$ cat src/rtl/mult_pkg.sv
// Shared definitions for the approximate-multiplier error sweep.
// Holds the operand/result widths, the sweep length, the metric widths,
// the sweep FSM state type and the delay-line stage record.
package mult_pkg;

  localparam int unsigned OPW       = 4;    // MUT operand width
  localparam int unsigned RW        = 8;    // MUT result width
  localparam int unsigned NUM_PAIRS = 256;  // every {a,b} combination
  localparam int unsigned IDXW      = 8;    // sweep index width
  localparam int unsigned CNT_W     = 9;    // err_count: 0..256
  localparam int unsigned SUM_W     = 16;   // sum_abs_err: max 65280
  localparam int unsigned SSUM_W    = 18;   // signed error sum

  typedef enum logic [1:0] {IDLE, RUN, DRAIN, DONE} state_t;

  // One sample in flight between operand issue and result consumption.
  typedef struct packed {
    logic           vld;
    logic [RW-1:0]  exact;
    logic [OPW-1:0] a;
    logic [OPW-1:0] b;
  } stage_t;

endpackage

$ cat src/rtl/mult_err_sweep_err_accum.sv
// err_accum: per-sample error metric accumulator.
// Ports:
//   i_clk, i_rst_n         clock, async active-low reset
//   i_clear                synchronous clear of all metrics (start of sweep)
//   i_valid                sample present this cycle
//   i_exact, i_result      exact product and MUT product for the sample
//   i_a, i_b               operands of the sample (for worst-case capture)
//   o_err_count ... o_worst_b  registered metrics
module err_accum
  import mult_pkg::*;
(
  input  logic              i_clk,
  input  logic              i_rst_n,
  input  logic              i_clear,
  input  logic              i_valid,
  input  logic [RW-1:0]     i_exact,
  input  logic [RW-1:0]     i_result,
  input  logic [OPW-1:0]    i_a,
  input  logic [OPW-1:0]    i_b,
  output logic [CNT_W-1:0]  o_err_count,
  output logic [SUM_W-1:0]  o_sum_abs_err,
  output logic [SSUM_W-1:0] o_sum_signed_err,
  output logic [RW-1:0]     o_max_abs_err,
  output logic [OPW-1:0]    o_worst_a,
  output logic [OPW-1:0]    o_worst_b
);

  logic [RW:0]   w_diff;
  logic [RW:0]   w_neg;
  logic [RW-1:0] w_abs;

  // 9-bit signed difference; |diff| always fits in 8 bits (max 255).
  always_comb begin
    w_diff = {1'b0, i_result} - {1'b0, i_exact};
    w_neg  = -w_diff;
    w_abs  = w_diff[RW] ? w_neg[RW-1:0] : w_diff[RW-1:0];
  end

  always_ff @(posedge i_clk or negedge i_rst_n) begin
    if (!i_rst_n) begin
      o_err_count      <= '0;
      o_sum_abs_err    <= '0;
      o_sum_signed_err <= '0;
      o_max_abs_err    <= '0;
      o_worst_a        <= '0;
      o_worst_b        <= '0;
    end else if (i_clear) begin
      o_err_count      <= '0;
      o_sum_abs_err    <= '0;
      o_sum_signed_err <= '0;
      o_max_abs_err    <= '0;
      o_worst_a        <= '0;
      o_worst_b        <= '0;
    end else if (i_valid) begin
      o_err_count      <= o_err_count + CNT_W'(w_abs != '0);
      o_sum_abs_err    <= o_sum_abs_err + SUM_W'(w_abs);
      o_sum_signed_err <= o_sum_signed_err + {{(SSUM_W-RW-1){w_diff[RW]}}, w_diff};
      // Strict compare: the first pair reaching the maximum is kept.
      if (w_abs > o_max_abs_err) begin
        o_max_abs_err <= w_abs;
        o_worst_a     <= i_a;
        o_worst_b     <= i_b;
      end
    end
  end

endmodule

$ cat src/rtl/mult_err_sweep.sv
// mult_err_sweep: drives all 256 operand pairs into a 4x4 approximate
// multiplier, compares each result with the exact product and accumulates
// error metrics.
// Ports:
//   clk, rst_n        clock, async active-low reset
//   start             begins a sweep when IDLE or DONE
//   mul_a, mul_b      registered operands to the MUT (A is the outer loop)
//   mul_result        MUT product, valid MUL_LATENCY cycles after operands
//   busy              sweep or drain in progress
//   done              sweep finished; metrics valid until next start
//   err_count, sum_abs_err, sum_signed_err, max_abs_err, worst_a, worst_b
//                     accumulated error metrics
module mult_err_sweep
  import mult_pkg::*;
#(
  parameter int unsigned MUL_LATENCY = 0
) (
  input  logic              clk,
  input  logic              rst_n,
  input  logic              start,
  output logic [OPW-1:0]    mul_a,
  output logic [OPW-1:0]    mul_b,
  input  logic [RW-1:0]     mul_result,
  output logic              busy,
  output logic              done,
  output logic [CNT_W-1:0]  err_count,
  output logic [SUM_W-1:0]  sum_abs_err,
  output logic [SSUM_W-1:0] sum_signed_err,
  output logic [RW-1:0]     max_abs_err,
  output logic [OPW-1:0]    worst_a,
  output logic [OPW-1:0]    worst_b
);

  state_t          r_state;
  state_t          w_state_nxt;
  logic [IDXW-1:0] r_idx;
  logic [OPW-1:0]  r_mul_a;
  logic [OPW-1:0]  r_mul_b;
  stage_t          r_dly [MUL_LATENCY+1];
  stage_t          w_new;
  logic            w_accept;
  logic            w_issue;
  logic            w_upstream;

  // Stage 0 is loaded together with the operand registers; the last stage
  // lines up with mul_result and is the one consumed.
  always_comb begin
    w_accept   = ((r_state == IDLE) || (r_state == DONE)) && start;
    w_issue    = (r_state == RUN);
    w_new.vld  = w_issue;
    w_new.a    = r_idx[IDXW-1:OPW];
    w_new.b    = r_idx[OPW-1:0];
    w_new.exact = {{(RW-OPW){1'b0}}, r_idx[IDXW-1:OPW]} *
                  {{(RW-OPW){1'b0}}, r_idx[OPW-1:0]};
    // Any valid sample still ahead of the consumed stage keeps DRAIN going.
    w_upstream = 1'b0;
    for (int unsigned i = 0; i < MUL_LATENCY; i++) begin
      w_upstream = w_upstream | r_dly[i].vld;
    end
  end

  always_comb begin
    w_state_nxt = r_state;
    case (r_state)
      IDLE:    if (start) w_state_nxt = RUN;
      RUN:     if (r_idx == IDXW'(NUM_PAIRS - 1)) w_state_nxt = DRAIN;
      DRAIN:   if (!w_upstream) w_state_nxt = DONE;
      DONE:    if (start) w_state_nxt = RUN;
      default: w_state_nxt = IDLE;
    endcase
  end

  always_ff @(posedge clk or negedge rst_n) begin
    if (!rst_n) begin
      r_state <= IDLE;
      r_idx   <= '0;
      r_mul_a <= '0;
      r_mul_b <= '0;
    end else begin
      r_state <= w_state_nxt;
      if (w_accept) begin
        r_idx <= '0;
      end else if (w_issue) begin
        r_mul_a <= r_idx[IDXW-1:OPW];
        r_mul_b <= r_idx[OPW-1:0];
        if (r_idx != '1) r_idx <= r_idx + 1'b1;
      end
    end
  end

  always_ff @(posedge clk or negedge rst_n) begin
    if (!rst_n) begin
      for (int unsigned i = 0; i <= MUL_LATENCY; i++) r_dly[i] <= '0;
    end else begin
      r_dly[0] <= w_new;
      for (int unsigned i = 1; i <= MUL_LATENCY; i++) r_dly[i] <= r_dly[i-1];
    end
  end

  err_accum u_accum (
    .i_clk            (clk),
    .i_rst_n          (rst_n),
    .i_clear          (w_accept),
    .i_valid          (r_dly[MUL_LATENCY].vld),
    .i_exact          (r_dly[MUL_LATENCY].exact),
    .i_result         (mul_result),
    .i_a              (r_dly[MUL_LATENCY].a),
    .i_b              (r_dly[MUL_LATENCY].b),
    .o_err_count      (err_count),
    .o_sum_abs_err    (sum_abs_err),
    .o_sum_signed_err (sum_signed_err),
    .o_max_abs_err    (max_abs_err),
    .o_worst_a        (worst_a),
    .o_worst_b        (worst_b)
  );

  assign mul_a = r_mul_a;
  assign mul_b = r_mul_b;
  assign busy  = (r_state == RUN) || (r_state == DRAIN);
  assign done  = (r_state == DONE);

endmodule

$ cat config.mk
export PLATFORM = sky130hd
export DESIGN_NAME = mult_err_sweep
export DESIGN_NICKNAME = d
export VERILOG_FILES = /design/src/rtl/mult_pkg.sv /design/src/rtl/mult_err_sweep_err_accum.sv /design/src/rtl/mult_err_sweep.sv
export SDC_FILE = /design/constraint.sdc
export NUM_CORES = 1
export LEC_CHECK = 0
export BUFFER_PORTS_ARGS = -buffer_cell sky130_fd_sc_hd__buf_2
export CAP_MARGIN = 25
export CORE_MARGIN = 4
export CORE_UTILIZATION = 45
export CTS_CLUSTER_SIZE = 25
export DETAILED_ROUTE_END_ITERATION = 16
export GPL_TIMING_DRIVEN = 0
export PLACE_DENSITY = 0.74
export SYNTH_ARGS = -nofsm -noshare
export SYNTH_HDL_FRONTEND = slang
export SYNTH_HIERARCHICAL = 1
export SYNTH_SLANG_ARGS = --single-unit
$ cat constraint.sdc
create_clock -name clk -period 7.1 [get_ports clk]
set_clock_uncertainty 0.1 [all_clocks]
set_input_delay 2.13 -clock clk [delete_from_list [all_inputs] [get_ports clk]]
set_output_delay 2.13 -clock clk [all_outputs]
set_load 0.1 [all_outputs]
==> out/results.ini, run 1 <==
[timing]
worst_pin_slew_ns=0.7635
slew_headroom_pct=49.10
setup_tns_ns=0
fmax_mhz=164.7
finalSetupViolCount=0
slew_viol_final=0
hold_viol=0
min_period_ns=6.071
fin_crit_sh_pct=85.51
rsz0062_at_grt=false

[die]
dieWidth_um=126.1
die_h_um=126.1
die_area_mm2=0.01591
coreArea_mm2=0.01345
fp-row-count=42
floorplan.initialDensity_pct=46.69
io_pins=80

[placement]
port_buffers=79
place_hpwl_mm=11.66
dp.cells=904
gp_congestion=0.8694

[yosys]
synth_top_area_cell=dfrtp_1
yosysSeqAreaShare_pct=37.45
synth.net_count=728
yosys-top-cells-area=dfrtp_1 (37%), ha_1 (12%), nor2_1 (4.5%)
synth_top_area_share_pct=37.45
synthArstFlopShare_pct=100.0
synth_cell_type_count=70
ys.flop_type=dfrtp_1
syn_area_per_cell_um2=9.693
ys_seq_elements=94
yosysWarnings=6
synthCells=648
synth_edf_count=0
syn_area_mm2=0.006281

[routing]
drt-initial-drc-count=322
wire_per_inst_um=16.94
drc=0
wl_mm=15.59
vias=5153
drt_first_pass_iters=5
viasPerCell=5.601
antenna_left=0

[critical_path]
required_ns=7.22
start_kind=primary input
timing.critical_path.buf_inv=6
startpoint=mul_result[0]
reg2reg_from=r_dly[8]
endpoint_kind=register
arrival_ns=6.19
reg2reg_setup_slack_ns=2.63
path_cells=buf_2 > inv_1 > ha_1 > inv_1 > fa_1 > a211oi_2 > nor2_1 > o22a_2 > buf_6 > inv_2 > nor2_1 > a21oi_1 > inv_1 > ha_1 > a21o_1 > a21o_1 > a2111o_1 > a41oi_2 > nor3_1 > xnor2_1 > nor2_1
crit_family=compound AO/OA/AOI/OAI gates
slowest_delay_ns=0.46
crit_slowest_cell=a2111o_1
crit_cells=21
crit_path_max_fanout=15
path_class=primary input to register
rr_worst_depth=19

[worst_hold_path]
min_from=r_idx[6]
holdPathStages=0
hold_path_class=register to register

[global_routing]
grt_usage_pct=19.85
antenna_found_initial=0
grt.overflow.total=0
grt_pass1_vias=5201
grt_pass1_wl_mm=25.89
grt_max_degree=58

[clock_tree]
cts_resized=0
cts_setup_buffers=0
cts_htree_levels=3
clkLatencyLatePin_ns=0.36
cts.sinks=94
clk_pin_slew_ns=0.07
cts_buffer_depth=2
cts_tree=built
ctsHoldBuffers=0
root_buffer=clkbuf_16
numCtsBuffers=9

[layout]
num-fill-cells=1249
n_antenna_cell=0
drive_gt1_share_pct=18.82
fin_cells=920
final_nets=819
area_delta_synth_final_pct=15.12
fin_util_pct=53.75
seqCellArea_mm2=0.002352
multi_input_area_mm2=0.003611

[status]
status=finished clean

[power]
clkPwrFrac_pct=15.5
p_per_area_mw_per_mm2=453.8
p_switching_uw=1824
p_leak_uw=0.003621
p_seq_share_pct=23.6
combPwrFrac_pct=60.9
worst_ir_drop_vdd_v=0.0003755
swShare_pct=55.60
cell_internal_pwr_uw=1457

[run]
drv_cap=0

cells in the mapped netlist (all sizes together) (2+ instances only):
cell type / n
and4: 2
or3: 9
nand2b: 4
a22o: 2
o211ai: 4
nand4b: 4
o221a: 2
nor2: 78
clkbuf: 10
nand2: 32
inv: 46
a211oi: 11
a21oi: 43
o2111ai: 3
and3: 6
o311ai: 2
a311oi: 3
o21ai: 28
nand3: 15
mux2i: 27
nor3: 10
or2: 3
mux2: 8
nor4: 5
fa: 7
xnor2: 24
nand4: 8
nor2b: 9
and2: 15
o21bai: 5
buf: 11
dfrtp: 94
a21o: 10
a31oi: 5
ha: 62
o21a: 8
xor2: 17
state kept, by name, summed over array words and instances, names as in the netlist:
signal and flops:
r_dly 17, mul_a 4, mul_b 4, u_accum/o_max_abs_err 8, r_state 2, u_accum/o_sum_signed_err 18
u_accum/o_worst_b 4, u_accum/o_err_count 9, u_accum/o_sum_abs_err 16, r_idx 8, u_accum/o_worst_a 4
power groups by stage:
stage	sequential, µW	clock [µW]	combinational (µW)
CTS	775	521	2000
global placement	777	0	1950
global route	793	541	2140
finish	775	507	2000
detailed placement	784	0	1990
floorplan	1460	0	908
cells in the final DEF (no fill, tap or decap), drive strengths merged, types with 24 or more instances in the layout:
| master | n |
|---|---|
| dfrtp | 94 |
| buf | 91 |
| nor2 | 78 |
| ha | 62 |
| inv | 50 |
| a21oi | 43 |
| nand2 | 32 |
| o21ai | 28 |
| mux2i | 27 |
| xnor2 | 24 |
path summary, 6_finish.rpt:
path | to
max reg2reg | u_accum/o_sum_abs_err[15]
min | r_dly[6]
min in group asynchronous | u_accum/o_sum_signed_err[11]
max in group asynchronous | u_accum/o_max_abs_err[0]
max | u_accum/o_sum_abs_err[15]
min reg2reg | r_dly[6]
logic make-up after synthesis:
logic type / Yosys count / share of synthesized area (%)
AOI/OAI and AO/OA: 138 / 14.92
xor gates and xnor gates: 41 / 6.076
adders and majority gates: 69 / 14.58
buffers and inverters: 67 / 5.060
DFF: 94 / 37.45
muxes: 35 / 5.737
and+or+nand+nor: 204 / 16.18
final cells by class:
type                            instances  share of cell area, %
Timing Repair Buffer                   80                  5.883
Clock inverter                          6                  1.038
Buffer                                 21                  2.007
Inverter                               46                  2.388
Tap cell                              176                  3.046
Clock buffer                           10                  3.167
Multi-Input combinational cell        487                  49.94
Sequential cell                        94                  32.53
stage by stage:
stage	setup slack, ns	power, µW	hold slack [ns]	instance area (µm²)
floorplan	1.333	2370	0.2548	6281
global placement	0.7358	2726	0.2608	6897
detailed placement	0.6787	2776	0.2617	6927
CTS	1.043	3295	0.2786	7231
global route	0.7770	3473	0.2828	7231
finish	1.029	3281	0.2763	7231
worst register-to-register path, delay by kind of cell (launching register included):
family,cells,cell delay (ns)
AO/OA/AOI/OAI,7,2.00
adder cells (fa/ha/maj),3,0.87
buffers and inverters,4,0.55
flip-flops,1,0.33
AND/OR/NAND/NOR,4,0.32
XOR/XNOR,1,0.16
metal layers:
metal  share of wire (%)  global-route usage (%)
met5                   0                       0
met4                 2.5                   6.940
met3                 5.9                   4.869
met2                  48                   33.11
met1                  44                   25.19
No activity file was read; power rests on OpenSTA's default activity.
==> run 2, diff against run 1 <==
--- a/config.mk
+++ b/config.mk
@@ -12,7 +12,7 @@
 export CTS_CLUSTER_SIZE = 25
 export DETAILED_ROUTE_END_ITERATION = 16
 export GPL_TIMING_DRIVEN = 0
-export PLACE_DENSITY = 0.74
+export PLACE_DENSITY = 0.75
 export SYNTH_ARGS = -nofsm -noshare
 export SYNTH_HDL_FRONTEND = slang
 export SYNTH_HIERARCHICAL = 1
==> out/results.ini, run 2 (same netlist as run 1, synthesis figures left out) <==
[power]
worst_ir_drop_vdd_v=0.0004128
p_switching_uw=1805
clkPwrFrac_pct=15.4
combPwrFrac_pct=60.8
p_leak_uw=0.003625
p_seq_share_pct=23.8
swShare_pct=55.42
p_per_area_mw_per_mm2=450.5
cell_internal_pwr_uw=1452

[clock_tree]
cts.sinks=94
cts_setup_buffers=0
root_buffer=clkbuf_16
numCtsBuffers=9
cts_htree_levels=3
cts_tree=built
cts_buffer_depth=2
ctsHoldBuffers=0
clk_pin_slew_ns=0.07
clkLatencyLatePin_ns=0.35
cts_resized=0

[timing]
fin_crit_sh_pct=85.49
worst_pin_slew_ns=0.7268
min_period_ns=6.069
fmax_mhz=164.8
slew_viol_final=0
slew_headroom_pct=51.49
setup_tns_ns=0
hold_viol=0
rsz0062_at_grt=false
finalWorstSetupSlack_ns=1.031
finalSetupViolCount=0

[status]
status=finished clean

[die]
die_h_um=126.1
die_area_mm2=0.01591
dieWidth_um=126.1
floorplan.initialDensity_pct=46.69
coreArea_mm2=0.01345
fp-row-count=42
io_pins=80

[routing]
drt_first_pass_iters=5
antenna_left=0
drc=0
viasPerCell=5.538
vias=5095
drt-initial-drc-count=315
wl_mm=14.86
wire_per_inst_um=16.15

[layout]
layout_commonest_cell=dfrtp_1
layout_common_cells=dfrtp_1 (94), buf_2 (82), nor2_1 (76), ha_1 (62), inv_1 (45)
final_nets=819
fin_util_pct=53.75
drive_gt1_share_pct=18.95
largest-register=u_accum/o_sum_signed_err
area_delta_synth_final_pct=15.12
n_antenna_cell=0
reg.largest.list=u_accum/o_sum_signed_err (18), r_dly (17), u_accum/o_sum_abs_err (16)
largest_reg_flops=18

[global_routing]
grt_pass1_vias=4948
grt_pass1_wl_mm=24.78
grt_usage_pct=18.98
grt_max_degree=52
antenna_found_initial=0
grt.overflow.total=0

[critical_path]
start_kind=primary input
slowest_delay_ns=0.45
crit_slowest_cell=a2111o_1
path_cells=buf_2 > inv_1 > ha_1 > inv_1 > fa_1 > a211oi_2 > nor2_1 > o22a_2 > buf_6 > inv_2 > nor2_1 > a21oi_1 > inv_1 > ha_1 > a21o_1 > a21o_1 > a2111o_1 > a41oi_2 > nor3_1 > xnor2_1 > nor2_1
required_ns=7.20
arrival_ns=6.17
timing.critical_path.buf_inv=6
path_class=primary input to register
crit_family=compound AO/OA/AOI/OAI gates
crit_path_max_fanout=15
endpoint_kind=register

[placement]
preCtsSetupSlack_ns=0.6891
place_hpwl_mm=11.15
gp_congestion=0.8844
port_buffers=79

[worst_hold_path]
hold_path_class=register to register

[run]
drv_cap=0

run 2: path summary, 6_finish.rpt:
path                               start  cells after the start  slack (ns)                          end
max                        mul_result[0]                     21        1.03    u_accum/o_sum_abs_err[15]
min reg2reg                     r_idx[6]                      0        0.29                     r_dly[6]
min                             r_idx[6]                      0        0.29                     r_dly[6]
max in group asynchronous          rst_n                      2        4.52                     r_dly[6]
max reg2reg                     r_dly[8]                     19        2.64    u_accum/o_sum_abs_err[15]
min in group asynchronous          rst_n                      1        1.72  u_accum/o_sum_signed_err[9]
run 2: per-stage QoR:
step | instances | hold WS (ns) | total power (µW) | instance area (µm²)
4_1_cts | 920 | 0.2899 | 3268 | 7231
3_3_place_gp | 903 | 0.2589 | 2729 | 6897
6_report | 920 | 0.2906 | 3258 | 7231
3_5_place_dp | 904 | 0.2748 | 2761 | 6927
5_1_grt | 920 | 0.3162 | 3452 | 7231
2_1_floorplan | 648 | 0.2548 | 2370 | 6281
run 2: power by group through the flow:
| stage | sequential (µW) | clock (µW) | combinational [µW] |
|---|---|---|---|
| finish | 774 | 502 | 1980 |
| global route | 794 | 533 | 2120 |
| CTS | 774 | 512 | 1980 |
| detailed placement | 784 | 0 | 1980 |
| global placement | 777 | 0 | 1950 |
| floorplan | 1460 | 0 | 908 |
run 2: area by class of cell:
class                           count  area (µm²)
Buffer                             21       145.1
Clock buffer                        9       225.2
Sequential cell                    94        2352
Inverter                           46       172.7
Multi-Input combinational cell    487        3611
Tap cell                          176       220.2
Fill cell                        1232        6222
Timing Repair Buffer               80       425.4
Clock inverter                      7       78.83
run 2: routing by layer:
metal / share of wire, % / up-vias / global-route usage (%)
met5: 0 / - / 0
met4: 1.0 / 0 / 3.975
met3: 6.0 / 13 / 4.530
met2: 47 / 162 / 31.67
met1: 46 / 2448 / 25.30
li1: - / 2472 / -
